**src/rtl/hazard_ctrl.sv**
```systemverilog
// ----------------------------------------------------------------------------
// hazard_ctrl
// Hazard controller for the five-stage MIPS pipeline. It produces the stall
// (enable-gating) and flush (synchronous clear) controls for the stage
// registers:
//   - load-use hazards hold F/D and insert one bubble into E;
//   - taken branches and jumps clear IF/ID;
//   - a multi-cycle divide holds F/D/E while an internal FSM counts it down.
//
// Optional feature: define HAZ_BRANCH_STALL_EN to stall a branch in D until
// its comparison operands no longer depend on E, or on a load in M. Without
// it, branch_d, writereg_m and memtoreg_m are unused.
//
// Ports
//   clk          rising-edge clock
//   rst          asynchronous active-low reset; forces every output to 0
//   rs_d, rt_d   source registers of the instruction in D
//   branch_d     branch in D (used only with HAZ_BRANCH_STALL_EN)
//   pcsrc_d      branch taken, resolved in D
//   jump_d       jump in D
//   writereg_e   destination register of the instruction in E
//   regwrite_e   instruction in E writes a register
//   memtoreg_e   instruction in E is a load
//   writereg_m   destination register of the instruction in M
//   memtoreg_m   instruction in M is a load
//   div_start_e  divide instruction in E
//   stall_f/d/e  hold the PC, IF/ID and ID/EX registers
//   flush_d/e/m  clear IF/ID, ID/EX and EX/MEM
//   div_busy     divider FSM is in RUN
//   div_done     one-cycle pulse that latches HI/LO
// ----------------------------------------------------------------------------
`timescale 1ns/1ps

module hazard_ctrl #(
    parameter int DIV_CYCLES = 32,  // RUN cycles per divide, 1..255
    parameter int CW         = 8    // counter width, 2^CW > DIV_CYCLES
) (
    input  logic       clk,
    input  logic       rst,
    input  logic [4:0] rs_d,
    input  logic [4:0] rt_d,
    input  logic       branch_d,
    input  logic       pcsrc_d,
    input  logic       jump_d,
    input  logic [4:0] writereg_e,
    input  logic       regwrite_e,
    input  logic       memtoreg_e,
    input  logic [4:0] writereg_m,
    input  logic       memtoreg_m,
    input  logic       div_start_e,
    output logic       stall_f,
    output logic       stall_d,
    output logic       stall_e,
    output logic       flush_d,
    output logic       flush_e,
    output logic       flush_m,
    output logic       div_busy,
    output logic       div_done
);

    localparam logic [1:0] S_IDLE = 2'd0;
    localparam logic [1:0] S_RUN  = 2'd1;
    localparam logic [1:0] S_DONE = 2'd2;

    localparam logic [CW-1:0] CNT_LOAD = CW'(DIV_CYCLES - 1);
    localparam logic [CW-1:0] CNT_ONE  = CW'(1);

    logic [1:0]    state;
    logic [CW-1:0] cnt;

    // ------------------------------------------------------------------
    // Divide sequencer
    // ------------------------------------------------------------------
    // NOTE: state registers use non-blocking assignments so every flop
    // samples the pre-edge value of its neighbours, matching hardware.
    always_ff @(posedge clk or negedge rst) begin
        if (!rst) begin
            state <= S_IDLE;
            cnt   <= '0;
        end else begin
            case (state)
                S_IDLE: begin
                    if (div_start_e) begin
                        state <= S_RUN;
                        cnt   <= CNT_LOAD;
                    end
                end
                S_RUN: begin
                    if (cnt != '0) cnt <= cnt - CNT_ONE;
                    else           state <= S_DONE;
                end
                // The finishing divide is still in E, so a start here is the
                // same instruction and must not relaunch the FSM.
                S_DONE:  state <= S_IDLE;
                default: state <= S_IDLE;
            endcase
        end
    end

    // ------------------------------------------------------------------
    // Hazard terms
    // ------------------------------------------------------------------
    logic is_idle, is_run, is_done;
    logic divstall, lwstall, brstall, stall_any;

    assign is_idle = (state == S_IDLE);
    assign is_run  = (state == S_RUN);
    assign is_done = (state == S_DONE);

    // The detect cycle stalls too, so the divide never leaves E early.
    assign divstall = (is_idle & div_start_e) | is_run;

    assign lwstall = memtoreg_e & regwrite_e & (writereg_e != 5'd0) &
                     ((writereg_e == rs_d) | (writereg_e == rt_d));

`ifdef HAZ_BRANCH_STALL_EN
    logic e_match, m_match;
    assign e_match = regwrite_e & (writereg_e != 5'd0) &
                     ((writereg_e == rs_d) | (writereg_e == rt_d));
    assign m_match = memtoreg_m & (writereg_m != 5'd0) &
                     ((writereg_m == rs_d) | (writereg_m == rt_d));
    assign brstall = branch_d & (e_match | m_match);
`else
    // Forwarding into D covers every branch operand in this build.
    logic unused_branch_inputs;
    assign unused_branch_inputs = &{1'b0, branch_d, writereg_m, memtoreg_m};
    assign brstall = 1'b0;
`endif

    assign stall_any = divstall | lwstall | brstall;

    // ------------------------------------------------------------------
    // Outputs: all gated by rst so reset silences them immediately,
    // independent of the inputs still being driven.
    // ------------------------------------------------------------------
    assign stall_e  = rst & divstall;
    assign stall_f  = rst & stall_any;
    assign stall_d  = rst & stall_any;
    assign flush_m  = rst & divstall;
    // Never clear ID/EX while it holds a divide.
    assign flush_e  = rst & (lwstall | brstall) & ~divstall;
    // A stalled branch redirects only in its first unstalled cycle.
    assign flush_d  = rst & (pcsrc_d | jump_d) & ~stall_any;
    assign div_busy = rst & is_run;
    assign div_done = rst & is_done;

endmodule

```
**config.mk**
```make
export PLATFORM = sky130hd
export DESIGN_NAME = hazard_ctrl
export DESIGN_NICKNAME = d
export VERILOG_FILES = /design/src/rtl/hazard_ctrl.sv
export SDC_FILE = /design/constraint.sdc
export NUM_CORES = 1
export LEC_CHECK = 0
export ABC_AREA = 1
export CAP_MARGIN = 20
export CORE_AREA = 2 2 53 55
export CTS_BUF_LIST = sky130_fd_sc_hd__clkbuf_2 sky130_fd_sc_hd__clkbuf_4 sky130_fd_sc_hd__clkbuf_8
export CTS_CLUSTER_DIAMETER = 80
export DETAILED_ROUTE_END_ITERATION = 6
export DIE_AREA = 0 0 55 57
export GPL_TIMING_DRIVEN = 0
export PLACE_DENSITY = 0.67
export SYNTH_ARGS = -nofsm -noshare
export SYNTH_HDL_FRONTEND = slang
export SYNTH_SLANG_ARGS = --single-unit
```
**constraint.sdc**
```tcl
create_clock -name clk -period 3.9 [get_ports clk]
set_clock_uncertainty 0.05 [all_clocks]
set_input_delay 0.78 -clock clk [delete_from_list [all_inputs] [get_ports clk]]
set_output_delay 0.78 -clock clk [all_outputs]
set_load 0.01 [all_outputs]
```
After elaboration in Yosys (flattened, before gate mapping)

Index checks and enable logic that the tools add are counted.
W data, S select, Z words.

Equal/unequal tests: 7
Bitwise logic cells: 18
Reductions and logical operators: 6
Add/sub/neg operators: 1
Muxes and demuxes: 6

Operator list:

| kind                  | count |
|---|---|
| $mux W8               | 2 |
| $pmux W8 S2           | 1 |
| $and A1 B1 Y1         | 12 |
| $eq A5 B5 Y1          | 2 |
| $reduce_bool A8 Y1    | 1 |
| $sub A8 B1 Y8 const B | 1 |
| $reduce_bool A5 Y1    | 1 |
| $mux W2               | 2 |
| $ne A2 B2 Y1 const B  | 2 |
| $or A1 B1 Y1          | 4 |
| $pmux W2 S2           | 1 |
| $reduce_and A3 Y1     | 1 |
| $eq A2 B1 Y1 const B  | 1 |
| $eq A2 B2 Y1 const B  | 1 |
| $logic_not A2 Y1      | 1 |
| $ne A2 B1 Y1 const B  | 1 |
| $not A1 Y1            | 2 |
| $reduce_and A2 Y1     | 1 |
| $reduce_bool A2 Y1    | 1 |

Word-level logic and storage cells: 40
Flip-flop bits (word level): 10

Logic depth before layout (Yosys ltp)

Depth after elaboration: 6
Depth in mapped cells: 9
Depth with buffers taken out: 8

Worst setup path before layout

No wires, ideal clock.

Path type: input port to output port
Start point: input div_start_e
End point: output stall_f
Data required time: 3070 ps
Cell stages on the path: 7
Buffers on the path: 1
Arrival: 1522 ps
Path slack: 1548 ps
Cells stage by stage: nand2_2 -> inv_1 -> nor2_1 -> nor2_1 -> inv_1 -> nand2_1 -> buf_4

Longest elaborated chain between the ends: 4

Ends and longest elaborated chain:

| what               | line | text |
|---|---|---|
| start: declaration | 50   | `input logic div_start_e,` |
| $and A1 B1 Y1      | 111  | `assign divstall = (is_idle & div_start_e) \| is_run;` |
| $or A1 B1 Y1       | 111  |  |
| $or A1 B1 Y1       | 130  | `assign stall_any = divstall \| lwstall \| brstall;` |
| $and A1 B1 Y1      | --   |  |
| end: declaration   | 51   | `output logic stall_f,` |

No other way between the ends.

Final worst setup path

Start point: input rst
End point: output stall_f

Longest elaborated chain between the ends: 1

Ends and longest elaborated chain:

| what               | line | text |
|---|---|---|
| start: declaration | 39   | `input logic rst,` |
| $and A1 B1 Y1      | 137  | `assign stall_f = rst & stall_any;` |

No other way between the ends.

==> impl_metrics.ini <==
[placed_design]
gp_congestion = 0.8066
placed_area_sq_um = 1184
dp_hpwl_mm = 1.630
io_buffers = 29
pre_cts_ws_ps = 294.9

[floorplanning]
die_area_sq_um = 3135
die_y_um = 57
io_pins = 37
initial_core_util = 0.3268
core_area_sq_um = 2615
die_w_um = 55
num_rows = 19

[clock_tree]
ctsHoldBuffers = 0
cts_resized = 0
cts_tree = yes
cts_buffer_depth = 2
post-cts-setup-buffer-count = 0
cts-htree-levels = 1
path_clk_slew_ps = 60
cts_buffers = 3
cts_root_buf = clkbuf_4
cts_sinks = 10
clock_latency_ps = 270

[grt]
grt_pass1_wl_mm = 3.236
grt-ovfl-total = 0
grt_pass1_vias = 851
antenna_found_initial = 0
grt_start_max_net_pins = 15
grt_usage = 0.1385

[timing]
final_hold_viol_count = 0
relSlewSlack = 0.6085
rsz0062_at_grt = false
timing.hold.ws_ps = 484.7
tns_ps = 0
setup_violations = 0
clock.fmax_mhz = 279.6
period_share = 0.9170
min_period_ps = 3576
max_slew.worst_pin.slew_ps = 585.4
slew_violations = 0
fin_ws_ps = 323.7

[layout]
layout_common_cells = nand2_1, clkdlybuf4s50_1, inv_1
nNetsFinal = 201
stdcell_area_sq_um = 1206
syn2layout_area_growth_pct = 41.14
n_antenna_cell = 0
final_common_cell = nand2_1
finish.utilization = 0.4612
drive_above_1_share = 0.09524
n_fill_cell = 255

[routing]
dr.pass1.iters = 4
drt.antenna.violating_nets = 0
routed_wl_mm = 2.111
wl_per_cell_um = 10.61
route.detailed.drc = 0
via_count = 921
drtIter0Drc = 13
via_per_inst = 4.628

[critical_path]
endpoint_kind = output pin
path_class = input pin to output pin
crit_fanout = 14
critPathLaunchType = input pin
crit_arrival_ps = 2750
cp_data_required_time_ps = 3070

[synth]
syn_inst = 136
ys_warn_count = 0
ys_ff_latch = 10
syn_area_per_cell_sq_um = 6.284
synth.distinct_cells = 19
syn_nets = 167
syn_area_sq_um = 854.6
yosysSeqAreaShare = 0.2928

[status]
status = finished clean

[power]
ir_worst_vdd_uv = 144.3
leakage_nw = 0.6252
cellPowerDensity_nw_per_um2 = 189.6

[min_path]
hp-class = flop to flop

[run]
max_cap_violations = 0
-- per-stage QoR --
stage                     cells  power (mW)
after global routing        199      0.2389
after floorplan             136      0.1238
after detailed placement    196      0.1586
after CTS                   199      0.2294
after global placement      196      0.1574
final                       199      0.2287
-- synthesized netlist by cell type --
library cell / number / area [sq um]
a21oi_1: 2 / 10.01
buf_4: 2 / 15.01
dfrtp_1: 10 / 250.2
ha_1: 2 / 25.02
inv_1: 26 / 97.59
inv_2: 4 / 15.01
nand2_1: 30 / 112.6
nand2_2: 2 / 12.51
nand3_1: 17 / 85.08
nand3b_1: 1 / 7.510
nand4_1: 2 / 12.51
nor2_1: 20 / 75.07
nor2_4: 4 / 45.04
nor3_1: 1 / 5.000
o211ai_1: 1 / 7.510
o21ai_0: 4 / 20.02
o21ai_1: 5 / 25.02
o21ai_4: 1 / 16.27
xnor2_1: 2 / 17.52
-- layer usage --
| metal | GRT usage | part of all wire | vias to the layer above |
|---|---|---|---|
| li1 | - | - | 481 |
| met1 | 0.1426 | 0.43 | 398 |
| met2 | 0.2551 | 0.45 | 37 |
| met3 | 0.02880 | 0.10 | 5 |
| met4 | 0.06272 | 0.018 | 0 |
| met5 | 0 | 0 | - |
-- kinds of logic after synthesis --
group                    synth area share
buffers and inverters              0.1493
AND/OR/NAND/NOR                    0.4158
adder cells (fa/ha/maj)           0.02928
XOR/XNOR                          0.02050
flip-flops                         0.2928
AO/OA/AOI/OAI                     0.09225
-- flip-flops by register name, indices dropped and copies added (netlist names) --
register and cells:
state 2, cnt 8
-- area by class of cell --
cell class	count	area (sq um)	area share
buffer	2	15.01	0.01245
clock buffer	3	22.52	0.01867
inverter	30	112.6	0.09336
multi-input combinational	94	476.7	0.3952
sequential	10	250.2	0.2075
tap	31	38.79	0.03216
timing repair buffer	29	290.3	0.2407
-- power by group --
group	switching (mW)	leakage (nW)	internal, mW
Sequential	0	0.115	0.104
Clock	0.0359	0.0138	0.0358
Combinational	0.0218	0.496	0.0315
-- final timing paths --
kind                       endpoint  cells past startpoint  slack, ps   start
setup / recovery            stall_f                      7        320     rst
hold / removal               cnt[7]                      2        480  cnt[7]
setup reg to reg             cnt[1]                      7       2480  cnt[0]
hold reg to reg              cnt[7]                      2        480  cnt[7]
max in group asynchronous  state[1]                      1       2590     rst
min in group asynchronous    cnt[6]                      1        830     rst
-- critical path, cell delays in order --
cell and delay (ps):
clkdlybuf4s50_1 840, inv_1 140, nor2_1 220, inv_1 60, nand2_1 90, buf_4 100, clkdlybuf4s50_1 520
Note: power is estimated with default switching activity, not from simulation.
